`config.mk`:
```
export PLATFORM = sky130hd
export DESIGN_NAME = pipe_hazard_ctrl
export DESIGN_NICKNAME = d
export VERILOG_FILES = /design/src/rtl/pipe_hazard_ctrl.sv
export SDC_FILE = /design/constraint.sdc
export NUM_CORES = 1
export LEC_CHECK = 0
export BUFFER_PORTS_ARGS = -buffer_cell sky130_fd_sc_hd__buf_2
export CAP_MARGIN = 20
export CORE_UTILIZATION = 50
export DETAILED_ROUTE_END_ITERATION = 8
export GPL_ROUTABILITY_DRIVEN = 0
export PLACE_DENSITY = 0.78
export SLEW_MARGIN = 20
export SYNTH_ARGS = -nofsm -noshare
export SYNTH_HDL_FRONTEND = slang
export SYNTH_SLANG_ARGS = --single-unit
```
`constraint.sdc`:
```
create_clock -name clk -period 3.5 [get_ports clk]
set_clock_uncertainty 0.1 [all_clocks]
set_input_delay 1.05 -clock clk [delete_from_list [all_inputs] [get_ports clk]]
set_output_delay 1.05 -clock clk [all_outputs]
set_load 0.01 [all_outputs]
```
`src/rtl/pipe_hazard_ctrl.sv`:
```
// Stall/flush sequencer for the 5-stage MIPS pipeline: branch redirects,
// load-use interlocks and debug halt/step, with saturating event counters.
module pipe_hazard_ctrl #(
    parameter int LOAD_USE_STALLS = 1,
    parameter int CNT_W           = 16
) (
    input  logic             clk,
    input  logic             reset,
    input  logic [4:0]       IF_ID_rs,
    input  logic [4:0]       IF_ID_rt,
    input  logic             IF_ID_usesRt,
    input  logic             ID_EX_MemRead,
    input  logic [4:0]       ID_EX_rt,
    input  logic             EX_MEM_Seletor,
    input  logic             halt_req,
    input  logic             step_req,
    output logic             hazard,
    output logic             flush_IF_ID,
    output logic             bubble_ID_EX,
    output logic             flush_EX_MEM,
    output logic             halted,
    output logic [CNT_W-1:0] stall_cnt,
    output logic [CNT_W-1:0] flush_cnt
);

    typedef enum logic [1:0] {RUN, LU_STALL, HALTED, STEP} state_t;

    localparam logic [1:0] REM_INIT = 2'(LOAD_USE_STALLS - 1);

    state_t     state, state_nxt;
    logic [1:0] rem, rem_nxt;
    logic       ld_use;
    logic       stall_evt;
    logic       flush_evt;

    assign ld_use = ID_EX_MemRead && (ID_EX_rt != 5'd0) &&
                    ((ID_EX_rt == IF_ID_rs) || (IF_ID_usesRt && (ID_EX_rt == IF_ID_rt)));

    always_comb begin
        // NOTE: every output gets a default first so no path through the case infers a latch.
        state_nxt    = state;
        rem_nxt      = rem;
        hazard       = 1'b0;
        flush_IF_ID  = 1'b0;
        bubble_ID_EX = 1'b0;
        flush_EX_MEM = 1'b0;
        stall_evt    = 1'b0;
        flush_evt    = 1'b0;

        if (reset) begin
            state_nxt = RUN;
            rem_nxt   = 2'd0;
        end else if (EX_MEM_Seletor) begin
            // Redirect beats everything: PC must load the target, younger stages are squashed.
            flush_IF_ID  = 1'b1;
            bubble_ID_EX = 1'b1;
            flush_EX_MEM = 1'b1;
            flush_evt    = 1'b1;
            rem_nxt      = 2'd0;
            state_nxt    = ((state == HALTED) || (state == STEP)) ? HALTED : RUN;
        end else begin
            unique case (state)
                RUN: begin
                    if (halt_req) begin
                        state_nxt = HALTED;
                    end else if (ld_use) begin
                        hazard       = 1'b1;
                        bubble_ID_EX = 1'b1;
                        stall_evt    = 1'b1;
                        if (LOAD_USE_STALLS > 1) begin
                            state_nxt = LU_STALL;
                            rem_nxt   = REM_INIT;
                        end
                    end
                end
                LU_STALL: begin
                    hazard       = 1'b1;
                    bubble_ID_EX = 1'b1;
                    stall_evt    = 1'b1;
                    rem_nxt      = rem - 2'd1;
                    if (rem <= 2'd1) begin
                        state_nxt = RUN;
                        rem_nxt   = 2'd0;
                    end
                end
                HALTED: begin
                    hazard       = 1'b1;
                    bubble_ID_EX = 1'b1;
                    if (step_req)
                        state_nxt = STEP;
                    else if (!halt_req)
                        state_nxt = RUN;
                end
                STEP: begin
                    // A stepped instruction still honours the load-use interlock.
                    if (ld_use) begin
                        hazard       = 1'b1;
                        bubble_ID_EX = 1'b1;
                        stall_evt    = 1'b1;
                    end else begin
                        state_nxt = HALTED;
                    end
                end
                default: state_nxt = RUN;
            endcase
        end
    end

    always_ff @(posedge clk) begin
        // NOTE: sequential state uses non-blocking assignments so all registers update together.
        if (reset) begin
            state     <= RUN;
            rem       <= 2'd0;
            halted    <= 1'b0;
            stall_cnt <= '0;
            flush_cnt <= '0;
        end else begin
            state  <= state_nxt;
            rem    <= rem_nxt;
            halted <= (state_nxt == HALTED) || (state_nxt == STEP);
            if (stall_evt && (stall_cnt != '1))
                stall_cnt <= stall_cnt + 1'b1;
            if (flush_evt && (flush_cnt != '1))
                flush_cnt <= flush_cnt + 1'b1;
        end
    end

endmodule

```
==> results of run 1 <==
-- metrics by stage --
stage | std cells | setup TNS, ps | utilization, % | hold slack, ps | power (uW)
3_5_place_dp | 346 | -16.7 | 63.0 | 402 | 526
4_1_cts | 354 | 0 | 66.4 | 412 | 852
5_1_grt | 355 | -190 | 67.4 | 423 | 889
6_report | 355 | -15.1 | 67.4 | 405 | 849
3_3_place_gp | 346 | -1.70 | 63.0 | 380 | 524
2_1_floorplan | 241 | 0 | - | 375 | 490
-- worst min path at each step --
stage                        from       endpoint  slack (ps)  depth (start not counted)
global route               rem[1]         rem[1]         420                          1
finish              flush_cnt[12]  flush_cnt[12]         400                          2
floorplan                  rem[1]         rem[1]         370                          1
CTS                 flush_cnt[12]  flush_cnt[12]         410                          2
global placement    flush_cnt[12]  flush_cnt[12]         380                          2
detailed placement  flush_cnt[12]  flush_cnt[12]         400                          2
-- Yosys cell counts, drive strengths merged --
cell	n	area, sq um
a21bo	1	10.0
a21oi	12	60.1
a311oi	1	8.76
a31o	1	8.76
and2	3	21.3
and3	5	31.3
and4	2	17.5
and4b	1	10.0
buf	2	18.8
clkbuf	5	18.8
dfxtp	37	741
ha	7	87.6
inv	8	30.0
mux2	1	11.3
mux2i	1	10.0
nand2	21	78.8
nand2b	2	12.5
nand3	14	70.1
nand3b	1	7.51
nand4	8	56.3
nand4b	1	8.76
nor2	33	124
nor3	5	25.0
nor3b	4	30.0
nor4	3	33.8
nor4b	3	32.5
o2111ai	1	8.76
o211ai	1	7.51
o21ai	10	53.8
o22ai	3	18.8
o311ai	1	8.76
o31ai	1	7.51
or2	2	12.5
or3	5	31.3
or4	1	7.51
xnor2	18	158
xor2	16	140
-- critical path, stage by stage --
cell and delay [ps]:
sky130_fd_sc_hd__buf_6 90, sky130_fd_sc_hd__or4_4 540, sky130_fd_sc_hd__o21ai_4 140, sky130_fd_sc_hd__nand2b_4 140, sky130_fd_sc_hd__a21oi_2 40, sky130_fd_sc_hd__a21oi_2 130
sky130_fd_sc_hd__a21oi_1 80, sky130_fd_sc_hd__buf_2 140
-- what timing repair did --
item                                    in CTS  in global routing
resized for setup                            5                  5
setup buffers                                0                  1
endpoints found under the setup margin       1                  2
pin swaps                                    3                  6
-- power by group through the flow --
| stage | Combinational [uW] | Sequential, uW | Clock [uW] |
|---|---|---|---|
| CTS | 88.1 | 432 | 331 |
| global placement | 82.1 | 442 | 0 |
| floorplan | 47.4 | 443 | 0 |
| finish | 93.4 | 433 | 323 |
| global route | 103 | 433 | 352 |
| detailed placement | 84.3 | 442 | 0 |
-- cell usage in the layout (no fill, tap or decap), types with 4 or more instances in the layout --
master / synthesis / final
sky130_fd_sc_hd__and3_1: 5 / 5
sky130_fd_sc_hd__nand2_1: 21 / 21
sky130_fd_sc_hd__nand4_1: 7 / 7
sky130_fd_sc_hd__or3_1: 5 / 5
sky130_fd_sc_hd__inv_1: 8 / 8
sky130_fd_sc_hd__dfxtp_1: 37 / 37
sky130_fd_sc_hd__o21ai_0: 9 / 9
sky130_fd_sc_hd__xnor2_1: 18 / 17
sky130_fd_sc_hd__nor3_1: 5 / 4
sky130_fd_sc_hd__ha_1: 7 / 7
sky130_fd_sc_hd__buf_4: 1 / 7
sky130_fd_sc_hd__nor2_1: 33 / 33
sky130_fd_sc_hd__nand3_1: 14 / 14
sky130_fd_sc_hd__nor3b_1: 4 / 4
sky130_fd_sc_hd__buf_2: 0 / 56
sky130_fd_sc_hd__clkbuf_8: 0 / 7
sky130_fd_sc_hd__xor2_1: 16 / 16
sky130_fd_sc_hd__a21oi_1: 12 / 10
-- layer usage --
| layer | GRT usage (%) | vias up | share of wire (%) |
|---|---|---|---|
| li1 | - | 964 | - |
| met1 | 24.8 | 906 | 46 |
| met2 | 38.5 | 46 | 49 |
| met3 | 4.34 | 7 | 3.5 |
| met4 | 11.1 | 0 | 1.5 |
| met5 | 0 | - | 0 |
-- sequential cells by signal (all words and copies together), names as in the netlist --
name and cells:
halted 1, flush_cnt 16, rem 2, stall_cnt 16
state 2
-- logic make-up after synthesis --
logic type	share of synthesized area [%]
AND/OR/NAND/NOR	30.3
flip-flops	36.7
XOR/XNOR	14.8
AO/OA/AOI/OAI	9.55
buffers and inverters	3.35
adder cells (fa/ha/maj)	4.34
multiplexers	1.05
-- layout make-up --
type | instances | area, sq um | area share (%)
Tap cell | 48 | 60.1 | 2.36
Clock inverter | 1 | 5.00 | 0.197
Sequential cell | 37 | 741 | 29.1
Timing Repair Buffer | 65 | 355 | 14.0
Clock buffer | 7 | 96.3 | 3.79
Inverter | 8 | 30.0 | 1.18
Multi-Input combinational cell | 189 | 1250 | 49.4
==> tab_implementation.tex, run 1 <==
\begin{tabular}{lr}
\hline
Metric & Value \\
\hline
\multicolumn{2}{l}{\textbf{Run status}} \\
\quad Status & finished, violations left \\
\quad Violations in the final reports & negative setup slack \\
\multicolumn{2}{l}{\textbf{Floorplan}} \\
\quad Die area & 4290 sq um \\
\quad Number of rows created at floorplan & 22 \\
\quad Chip width & 65.5 um \\
\quad Placeable core area & 3770 sq um \\
\quad Effective utilization at floorplan & 53.5\% \\
\quad Overall die height & 65.5 um \\
\quad Ports placed on the boundary & 59 \\
\multicolumn{2}{l}{\textbf{Power and ir drop}} \\
\quad Leakage power & 0.00108 uW \\
\quad Clock share of power & 38.1\% \\
\quad Net switching share of the total power & 23.8\% \\
\quad Maximum VDD drop & 194 uV \\
\quad Switching component of the power & 202 uW \\
\quad Power per cell area & 334 nW/um\^{}2 \\
\quad Combinational share of power & 11.0\% \\
\quad Internal power contribution & 647 uW \\
\quad Part of the total power dissipated in sequential elements & 50.9\% \\
\multicolumn{2}{l}{\textbf{GRT}} \\
\quad Vias in the first global route & 1757 \\
\quad Maximum number of pins on one net before global-route repair & 28 \\
\quad Antenna violations before repair & 0 \\
\quad Global-route wire length before repair & 7260 um \\
\quad GRT Total Usage & 21.9\% \\
\quad Residual overflow from global routing & 0 \\
\multicolumn{2}{l}{\textbf{Clocking}} \\
\quad CTS Hold Buffers Added & 0 \\
\quad Latest clock arrival within the worst-skew pair & 290 ps \\
\quad CTS Buf Count & 5 \\
\quad Clock net sink count & 37 \\
\quad Clock tree root driver cell & sky130\_fd\_sc\_hd\_\_clkbuf\_8 \\
\quad Number of H-tree levels & 2 \\
\quad Clock transition at the registers of the reported paths & 70 ps \\
\quad CTS tree & yes \\
\quad Maximum number of buffers from clock root to sink & 2 \\
\multicolumn{2}{l}{\textbf{Synth}} \\
\quad Synth Warn \# & 0 \\
\quad Number of different library cells in the post-synthesis netlist & 44 \\
\quad Post-Syn Area & 2020 sq um \\
\quad Syn nets & 270 \\
\quad Flip-flop and latch count after synthesis & 37 \\
\quad Number of cells produced by synthesis & 241 \\
\quad Mean instance size in the synthesized netlist & 8.37 sq um \\
\quad Register area share after synthesis & 36.7\% \\
\multicolumn{2}{l}{\textbf{Finish}} \\
\quad Design Area, Final & 2540 sq um \\
\quad Proportion of layout cells with a drive suffix above 1 & 29.0\% \\
\quad \# fillers & 317 \\
\quad Nets & 335 \\
\quad Layout overhead on the synthesized area & 26.0\% \\
\quad Count of antenna diodes in the layout & 0 \\
\multicolumn{2}{l}{\textbf{Timing}} \\
\quad Number of pins with negative max-slew slack in the final report & 0 \\
\quad Worst-margin pin slew & 554 ps \\
\quad Unrepaired setup endpoints after global routing & yes \\
\quad Final worst path period need & 3510 ps \\
\quad Final setup violation count & 2 \\
\quad Final worst slack & -9.09 ps \\
\quad Relative max-transition margin & 62.8\% \\
\quad Final worst path period share & 100\% \\
\quad Fmax & 285 MHz \\
\quad Hold violation total from the final report & 0 \\
\multicolumn{2}{l}{\textbf{Placed design}} \\
\quad Final HPWL from detailed placement & 3280 um \\
\quad Worst setup slack after placement & -16.7 ps \\
\quad Cell area after placement & 2380 sq um \\
\quad Input/output buffers & 58 \\
\multicolumn{2}{l}{\textbf{Critical path}} \\
\quad Reg-to-Reg Start & state[0] \\
\quad Critical Path Sink & bubble\_ID\_EX \\
\quad Type of destination of the critical path & primary output \\
\quad Reg2reg path depth & 8 \\
\quad Startpoint-to-endpoint class of the critical path & in -> out \\
\quad Highest fanout seen on the critical path & 2 \\
\quad Required time of the critical path & 2350 ps \\
\quad Worst setup path startpoint & ID\_EX\_rt[1] \\
\quad Endpoint of the worst-slack reg-to-reg timing path & stall\_cnt[15] \\
\quad Arrival time at the worst endpoint & 2360 ps \\
\quad Reg-to-reg slack, setup & 1120 ps \\
\quad Nature of the critical path startpoint & input pin \\
\multicolumn{2}{l}{\textbf{Detailed routing}} \\
\quad Total via count after detailed routing & 1923 \\
\quad Average via count per standard cell & 5.42 \\
\quad Post-route ant nets & 0 \\
\quad Total Wirelength & 4450 um \\
\quad DRC errors left & 0 \\
\quad Iter 0 DRT Violations & 86 \\
\quad Number of iterations in the first detailed-routing pass & 4 \\
\quad Wire length per cell after detailed routing & 12.5 um \\
\multicolumn{2}{l}{\textbf{Flow run}} \\
\quad Max-cap violations & 0 \\
\multicolumn{2}{l}{\textbf{Min path}} \\
\quad Worst hold-check path type & reg -> reg \\
\hline
\end{tabular}
Note: power is estimated with default switching activity, not from simulation.
==> run 2, diff against run 1 <==
==> constraint.sdc (replaced) <==
create_clock -name clk -period 4.29 [get_ports clk]
set_clock_uncertainty 0.1 [all_clocks]
set_input_delay 1.287 -clock clk [delete_from_list [all_inputs] [get_ports clk]]
set_output_delay 1.287 -clock clk [all_outputs]
set_load 0.01 [all_outputs]
==> run 2 against run 1 <==
  * First-iteration DRC count grew 31%
  * Sequential cell count is the same
  * Sequential power shrank 18%
  * Critical path type unchanged
  * The flow now finishes without violations
  * Register-to-register slack gained 850 ps
  * Worst setup slack gained 290 ps
==> tab_implementation.tex, run 2 (synthesis results as in run 1) <==
\begin{tabular}{lr}
\hline
Metric & Value \\
\hline
\multicolumn{2}{l}{\textbf{Critical path}} \\
\quad Required time of the critical path & 2900 ps \\
\quad Nature of the critical path startpoint & input pin \\
\quad Crit-path most repeated cell & sky130\_fd\_sc\_hd\_\_a21oi\_1 \\
\quad Highest fanout seen on the critical path & 3 \\
\quad Startpoint-to-endpoint class of the critical path & in -> out \\
\quad Type of destination of the critical path & primary output \\
\quad Kind of cell with the highest combined delay on the critical path & simple AND/OR/NAND/NOR gates \\
\quad Chain of cells forming the critical path & buf\_2, or4\_1, o21ai\_2, nand2b\_1, a21oi\_1, a21oi\_1, a21oi\_1, buf\_2 \\
\quad Buf+Inv Stages, Crit Path & 2 \\
\quad Critical-path top delay cell & sky130\_fd\_sc\_hd\_\_or4\_1 \\
\quad CP peak stage delay & 530 ps \\
\quad Arrival time at the worst endpoint & 2620 ps \\
\multicolumn{2}{l}{\textbf{Finish}} \\
\quad Most frequent cells in the layout & 58 x sky130\_fd\_sc\_hd\_\_buf\_2, 37 x sky130\_fd\_sc\_hd\_\_dfxtp\_1, 33 x sky130\_fd\_sc\_hd\_\_nor2\_1 \\
\quad Proportion of layout cells with a drive suffix above 1 & 24.7\% \\
\quad Nets & 329 \\
\quad Storage cell area & 741 sq um \\
\quad Layout overhead on the synthesized area & 20.1\% \\
\quad \# fillers & 341 \\
\quad Registers with the most flip-flops & flush\_cnt x16, stall\_cnt x16 \\
\quad Design Area, Final & 2420 sq um \\
\quad Combined area of the multi-input logic cells & 1210 sq um \\
\quad Most common cell after layout, fill and taps aside & sky130\_fd\_sc\_hd\_\_buf\_2 \\
\quad Count of antenna diodes in the layout & 0 \\
\multicolumn{2}{l}{\textbf{Floorplan}} \\
\quad Effective utilization at floorplan & 53.5\% \\
\quad Chip width & 65.5 um \\
\quad Ports placed on the boundary & 59 \\
\quad Number of rows created at floorplan & 22 \\
\quad Die area & 4290 sq um \\
\quad Placeable core area & 3770 sq um \\
\quad Overall die height & 65.5 um \\
\multicolumn{2}{l}{\textbf{Power and ir drop}} \\
\quad Clock share of power & 36.7\% \\
\quad Internal power contribution & 504 uW \\
\quad Part of the total power dissipated in sequential elements & 53.6\% \\
\quad Leakage power & 0.00102 uW \\
\quad Switching component of the power & 155 uW \\
\quad Maximum VDD drop & 209 uV \\
\quad Power after layout & 658 uW \\
\quad Combinational share of power & 9.7\% \\
\quad Net switching share of the total power & 23.5\% \\
\quad Power per cell area & 271 nW/um\^{}2 \\
\multicolumn{2}{l}{\textbf{Timing}} \\
\quad Minimum hold slack & 404 ps \\
\quad Worst-margin pin slew & 533 ps \\
\quad TNS Setup & 0 ps \\
\quad Final setup violation count & 0 \\
\quad Relative max-transition margin & 64.2\% \\
\quad Fmax & 249 MHz \\
\quad Final worst path period share & 93.5\% \\
\quad Hold violation total from the final report & 0 \\
\quad Number of pins with negative max-slew slack in the final report & 0 \\
\quad Final worst path period need & 4010 ps \\
\quad Unrepaired setup endpoints after global routing & no \\
\multicolumn{2}{l}{\textbf{Clocking}} \\
\quad CTS tree & yes \\
\quad Clock net sink count & 37 \\
\quad Number of H-tree levels & 2 \\
\quad Setup repair bufs after CTS & 0 \\
\quad Clock tree root driver cell & sky130\_fd\_sc\_hd\_\_clkbuf\_8 \\
\quad Post-CTS Resized & 0 \\
\quad Maximum number of buffers from clock root to sink & 2 \\
\quad Latest clock arrival within the worst-skew pair & 290 ps \\
\quad Clock transition at the registers of the reported paths & 60 ps \\
\quad CTS Buf Count & 5 \\
\quad CTS Hold Buffers Added & 0 \\
\multicolumn{2}{l}{\textbf{Min path}} \\
\quad Worst hold-check path type & reg -> reg \\
\multicolumn{2}{l}{\textbf{Detailed routing}} \\
\quad Number of iterations in the first detailed-routing pass & 4 \\
\quad Wire length per cell after detailed routing & 12.0 um \\
\quad Total Wirelength & 4180 um \\
\quad Average via count per standard cell & 5.37 \\
\quad DRC errors left & 0 \\
\quad Post-route ant nets & 0 \\
\quad Total via count after detailed routing & 1868 \\
\quad Iter 0 DRT Violations & 113 \\
\multicolumn{2}{l}{\textbf{Run status}} \\
\quad Status & complete, no violations \\
\multicolumn{2}{l}{\textbf{Placed design}} \\
\quad Cell area after placement & 2340 sq um \\
\quad Final HPWL from detailed placement & 3070 um \\
\quad Input/output buffers & 58 \\
\multicolumn{2}{l}{\textbf{GRT}} \\
\quad Maximum number of pins on one net before global-route repair & 38 \\
\quad Vias in the first global route & 1640 \\
\quad Antenna violations before repair & 0 \\
\quad Residual overflow from global routing & 0 \\
\quad Global-route wire length before repair & 7180 um \\
\quad GRT Total Usage & 21.7\% \\
\multicolumn{2}{l}{\textbf{Flow run}} \\
\quad Max-cap violations & 0 \\
\hline
\end{tabular}
==> run 2: cell types whose count changed in the layout (fill, tap and decap cells not counted), sizes merged <==
cell    previous run  this run
buf               65        59
clkinv             1         0
==> run 2: power by group through the flow <==
stage          Combinational [uW]  Clock, uW  Sequential, uW
5_1_grt                      73.2        264             353
2_1_floorplan                38.7          0             361
4_1_cts                      64.8        250             353
3_3_place_gp                 63.1          0             360
6_report                     63.9        242             353
3_5_place_dp                 64.1          0             360
==> run 2: cell type report <==
type	instances	area share [%]
Sequential cell	37	30.5
Tap cell	48	2.48
Multi-Input combinational cell	189	49.9
Timing Repair Buffer	59	12.3
Inverter	8	1.24
Clock buffer	7	3.56
==> run 2: path summary, 6_finish.rpt <==
path	start	to	slack, ps	depth (start not counted)
setup / recovery	ID_EX_rt[1]	bubble_ID_EX	280	8
hold / removal	flush_cnt[12]	flush_cnt[12]	400	2
setup reg to reg	state[0]	stall_cnt[15]	1970	8
hold reg to reg	flush_cnt[12]	flush_cnt[12]	400	2
==> run 2: stage by stage <==
stage	util, %	cells	worst slack, ps
finish	64.3	348	280
global route	64.3	348	151
CTS	64.3	348	273
detailed placement	62.0	341	273
global placement	62.0	341	276
floorplan	-	241	545
==> run 2: worst min-delay path: stages, from the launching register on <==
cell,delay [ps]
sky130_fd_sc_hd__dfxtp_1,320
sky130_fd_sc_hd__o21ai_0,70
sky130_fd_sc_hd__a21oi_1,60
==> run 2: routing by layer <==
metal / vias up / share of wire, % / track usage, %
li1: 955 / - / -
met1: 856 / 46 / 25.7
met2: 51 / 47 / 37.0
met3: 6 / 5.1 / 4.34
met4: 0 / 1.5 / 10.6
met5: - / 0 / 0
==> run 3, diff against run 2 <==
==> constraint.sdc (replaced) <==
create_clock -name clk -period 4.29 [get_ports clk]
set_clock_uncertainty 0.1 [all_clocks]
set_input_delay 0.2145 -clock clk [delete_from_list [all_inputs] [get_ports clk]]
set_output_delay 0.2145 -clock clk [all_outputs]
set_load 0.01 [all_outputs]
==> run 3 against run 2 <==
  * Critical path depth unchanged
  * Final area up 0.93%
  * Critical path type is now reg -> reg
  * Routed wire length down 0.60%
  * Final cell count unchanged
  * Fmax up 70%
  * Sequential cell count unchanged
  * Worst hold slack worse by 340 ps
  * Sequential power about the same
==> tab_implementation.tex, run 3 (synthesis results as in run 1) <==
\begin{tabular}{lr}
\hline
Metric & Value \\
\hline
\multicolumn{2}{l}{\textbf{Clocking}} \\
\quad Maximum number of buffers from clock root to sink & 2 \\
\quad CTS tree & yes \\
\quad Clock transition at the registers of the reported paths & 70 ps \\
\quad Latest clock arrival within the worst-skew pair & 290 ps \\
\quad Setup repair bufs after CTS & 0 \\
\quad Number of H-tree levels & 2 \\
\quad Clock tree root driver cell & sky130\_fd\_sc\_hd\_\_clkbuf\_8 \\
\quad Post-CTS Resized & 0 \\
\quad CTS Buf Count & 5 \\
\quad Clock net sink count & 37 \\
\quad CTS Hold Buffers Added & 0 \\
\multicolumn{2}{l}{\textbf{Detailed routing}} \\
\quad DRC errors left & 0 \\
\quad Average via count per standard cell & 5.29 \\
\quad Number of iterations in the first detailed-routing pass & 4 \\
\quad Total via count after detailed routing & 1842 \\
\quad Wire length per cell after detailed routing & 11.9 um \\
\quad Iter 0 DRT Violations & 111 \\
\quad Total Wirelength & 4160 um \\
\quad Post-route ant nets & 0 \\
\multicolumn{2}{l}{\textbf{Critical path}} \\
\quad Required time of the critical path & 4410 ps \\
\quad Arrival time at the worst endpoint & 2470 ps \\
\quad Highest fanout seen on the critical path & 13 \\
\quad Startpoint-to-endpoint class of the critical path & reg -> reg \\
\quad Nature of the critical path startpoint & register \\
\quad Type of destination of the critical path & register \\
\multicolumn{2}{l}{\textbf{Finish}} \\
\quad Registers with the most flip-flops & flush\_cnt x16, stall\_cnt x16 \\
\quad Most common cell after layout, fill and taps aside & sky130\_fd\_sc\_hd\_\_buf\_2 \\
\quad Count of antenna diodes in the layout & 0 \\
\quad \# fillers & 341 \\
\quad Layout overhead on the synthesized area & 21.3\% \\
\quad Most frequent cells in the layout & 58 x sky130\_fd\_sc\_hd\_\_buf\_2, 37 x sky130\_fd\_sc\_hd\_\_dfxtp\_1, 33 x sky130\_fd\_sc\_hd\_\_nor2\_1 \\
\quad Nets & 328 \\
\quad Proportion of layout cells with a drive suffix above 1 & 24.7\% \\
\multicolumn{2}{l}{\textbf{Power and ir drop}} \\
\quad Power per cell area & 297 nW/um\^{}2 \\
\quad Clock share of power & 42.8\% \\
\quad Power after layout & 727 uW \\
\quad Net switching share of the total power & 22.3\% \\
\quad Switching component of the power & 162 uW \\
\quad Combinational share of power & 8.7\% \\
\quad Leakage power & 0.00103 uW \\
\quad Internal power contribution & 565 uW \\
\quad Maximum VDD drop & 146 uV \\
\quad Part of the total power dissipated in sequential elements & 48.5\% \\
\multicolumn{2}{l}{\textbf{Timing}} \\
\quad Number of pins with negative max-slew slack in the final report & 0 \\
\quad Fmax & 424 MHz \\
\quad Unrepaired setup endpoints after global routing & no \\
\quad TNS Setup & 0 ps \\
\quad Final worst path period need & 2360 ps \\
\quad Relative max-transition margin & 55.1\% \\
\quad Worst-margin pin slew & 673 ps \\
\quad Final worst path period share & 54.9\% \\
\quad Final setup violation count & 0 \\
\quad Hold violation total from the final report & 0 \\
\multicolumn{2}{l}{\textbf{GRT}} \\
\quad GRT Total Usage & 21.0\% \\
\quad Residual overflow from global routing & 0 \\
\quad Antenna violations before repair & 0 \\
\quad Maximum number of pins on one net before global-route repair & 39 \\
\quad Global-route wire length before repair & 6960 um \\
\quad Vias in the first global route & 1604 \\
\multicolumn{2}{l}{\textbf{Floorplan}} \\
\quad Chip width & 65.5 um \\
\quad Ports placed on the boundary & 59 \\
\quad Die area & 4290 sq um \\
\quad Overall die height & 65.5 um \\
\quad Number of rows created at floorplan & 22 \\
\quad Placeable core area & 3770 sq um \\
\quad Effective utilization at floorplan & 53.5\% \\
\multicolumn{2}{l}{\textbf{Placed design}} \\
\quad Final HPWL from detailed placement & 3110 um \\
\quad Input/output buffers & 58 \\
\multicolumn{2}{l}{\textbf{Run status}} \\
\quad Status & complete, no violations \\
\multicolumn{2}{l}{\textbf{Flow run}} \\
\quad Max-cap violations & 0 \\
\multicolumn{2}{l}{\textbf{Min path}} \\
\quad Worst hold-check path type & in -> reg \\
\hline
\end{tabular}
## run 3: cell types whose count changed in the layout (fill, tap and decap cells not counted)
cell,previous run,this run
sky130_fd_sc_hd__bufinv_16,0,1
sky130_fd_sc_hd__buf_4,1,0
## run 3: layout make-up
cell class                 count  area (sq um)  area share (%)
multi-input combinational    189          1210            49.4
sequential                    37           741            30.3
clock inverter                 1          30.0            1.23
inverter                       8          30.0            1.23
clock buffer                   7          86.3            3.53
tap                           48          60.1            2.45
timing repair buffer          58           290            11.9
## run 3: power by group through the flow
| stage | Clock (uW) | Sequential, uW | Combinational (uW) |
|---|---|---|---|
| after global placement | 0 | 360 | 62.3 |
| final | 311 | 353 | 63.4 |
| after floorplan | 0 | 361 | 38.7 |
| after detailed placement | 0 | 361 | 63.6 |
| after CTS | 319 | 353 | 63.8 |
| after global routing | 335 | 353 | 71.9 |
## run 3: worst max-delay path: stages, from the launching register on
cell,delay (ps)
sky130_fd_sc_hd__dfxtp_1,380
sky130_fd_sc_hd__inv_1,100
sky130_fd_sc_hd__ha_1,240
sky130_fd_sc_hd__nor3_1,230
sky130_fd_sc_hd__nor3b_1,210
sky130_fd_sc_hd__a21bo_2,300
sky130_fd_sc_hd__nand3_1,190
sky130_fd_sc_hd__or3_1,380
sky130_fd_sc_hd__a21oi_1,140
## run 3: stage by stage
step	hold WS (ps)	instances	setup WS, ps	instance area [sq um]	util (%)
after floorplan	190	241	2290	2020	-
after global placement	373	340	2070	2330	61.8
after detailed placement	359	340	1980	2330	61.8
after CTS	46.7	348	1950	2450	64.9
after global routing	59.1	348	1760	2450	64.9
final	59.7	348	1930	2450	64.9
## run 3: final timing paths
path | end | depth (start not counted) | from | slack, ps
worst min-delay path | rem[0] | 2 | EX_MEM_Seletor | 60
worst max register to register | stall_cnt[15] | 8 | state[0] | 1930
worst max-delay path | stall_cnt[15] | 8 | state[0] | 1930
worst min register to register | flush_cnt[12] | 2 | flush_cnt[12] | 400
## run 3: metal layers
metal / up-vias / part of all wire, % / global-route usage [%]
met1: 838 / 48 / 25.7
met4: 0 / 1.3 / 8.42
li1: 956 / - / -
met3: 5 / 3.7 / 6.42
met5: - / 0 / 0
met2: 43 / 47 / 34.1
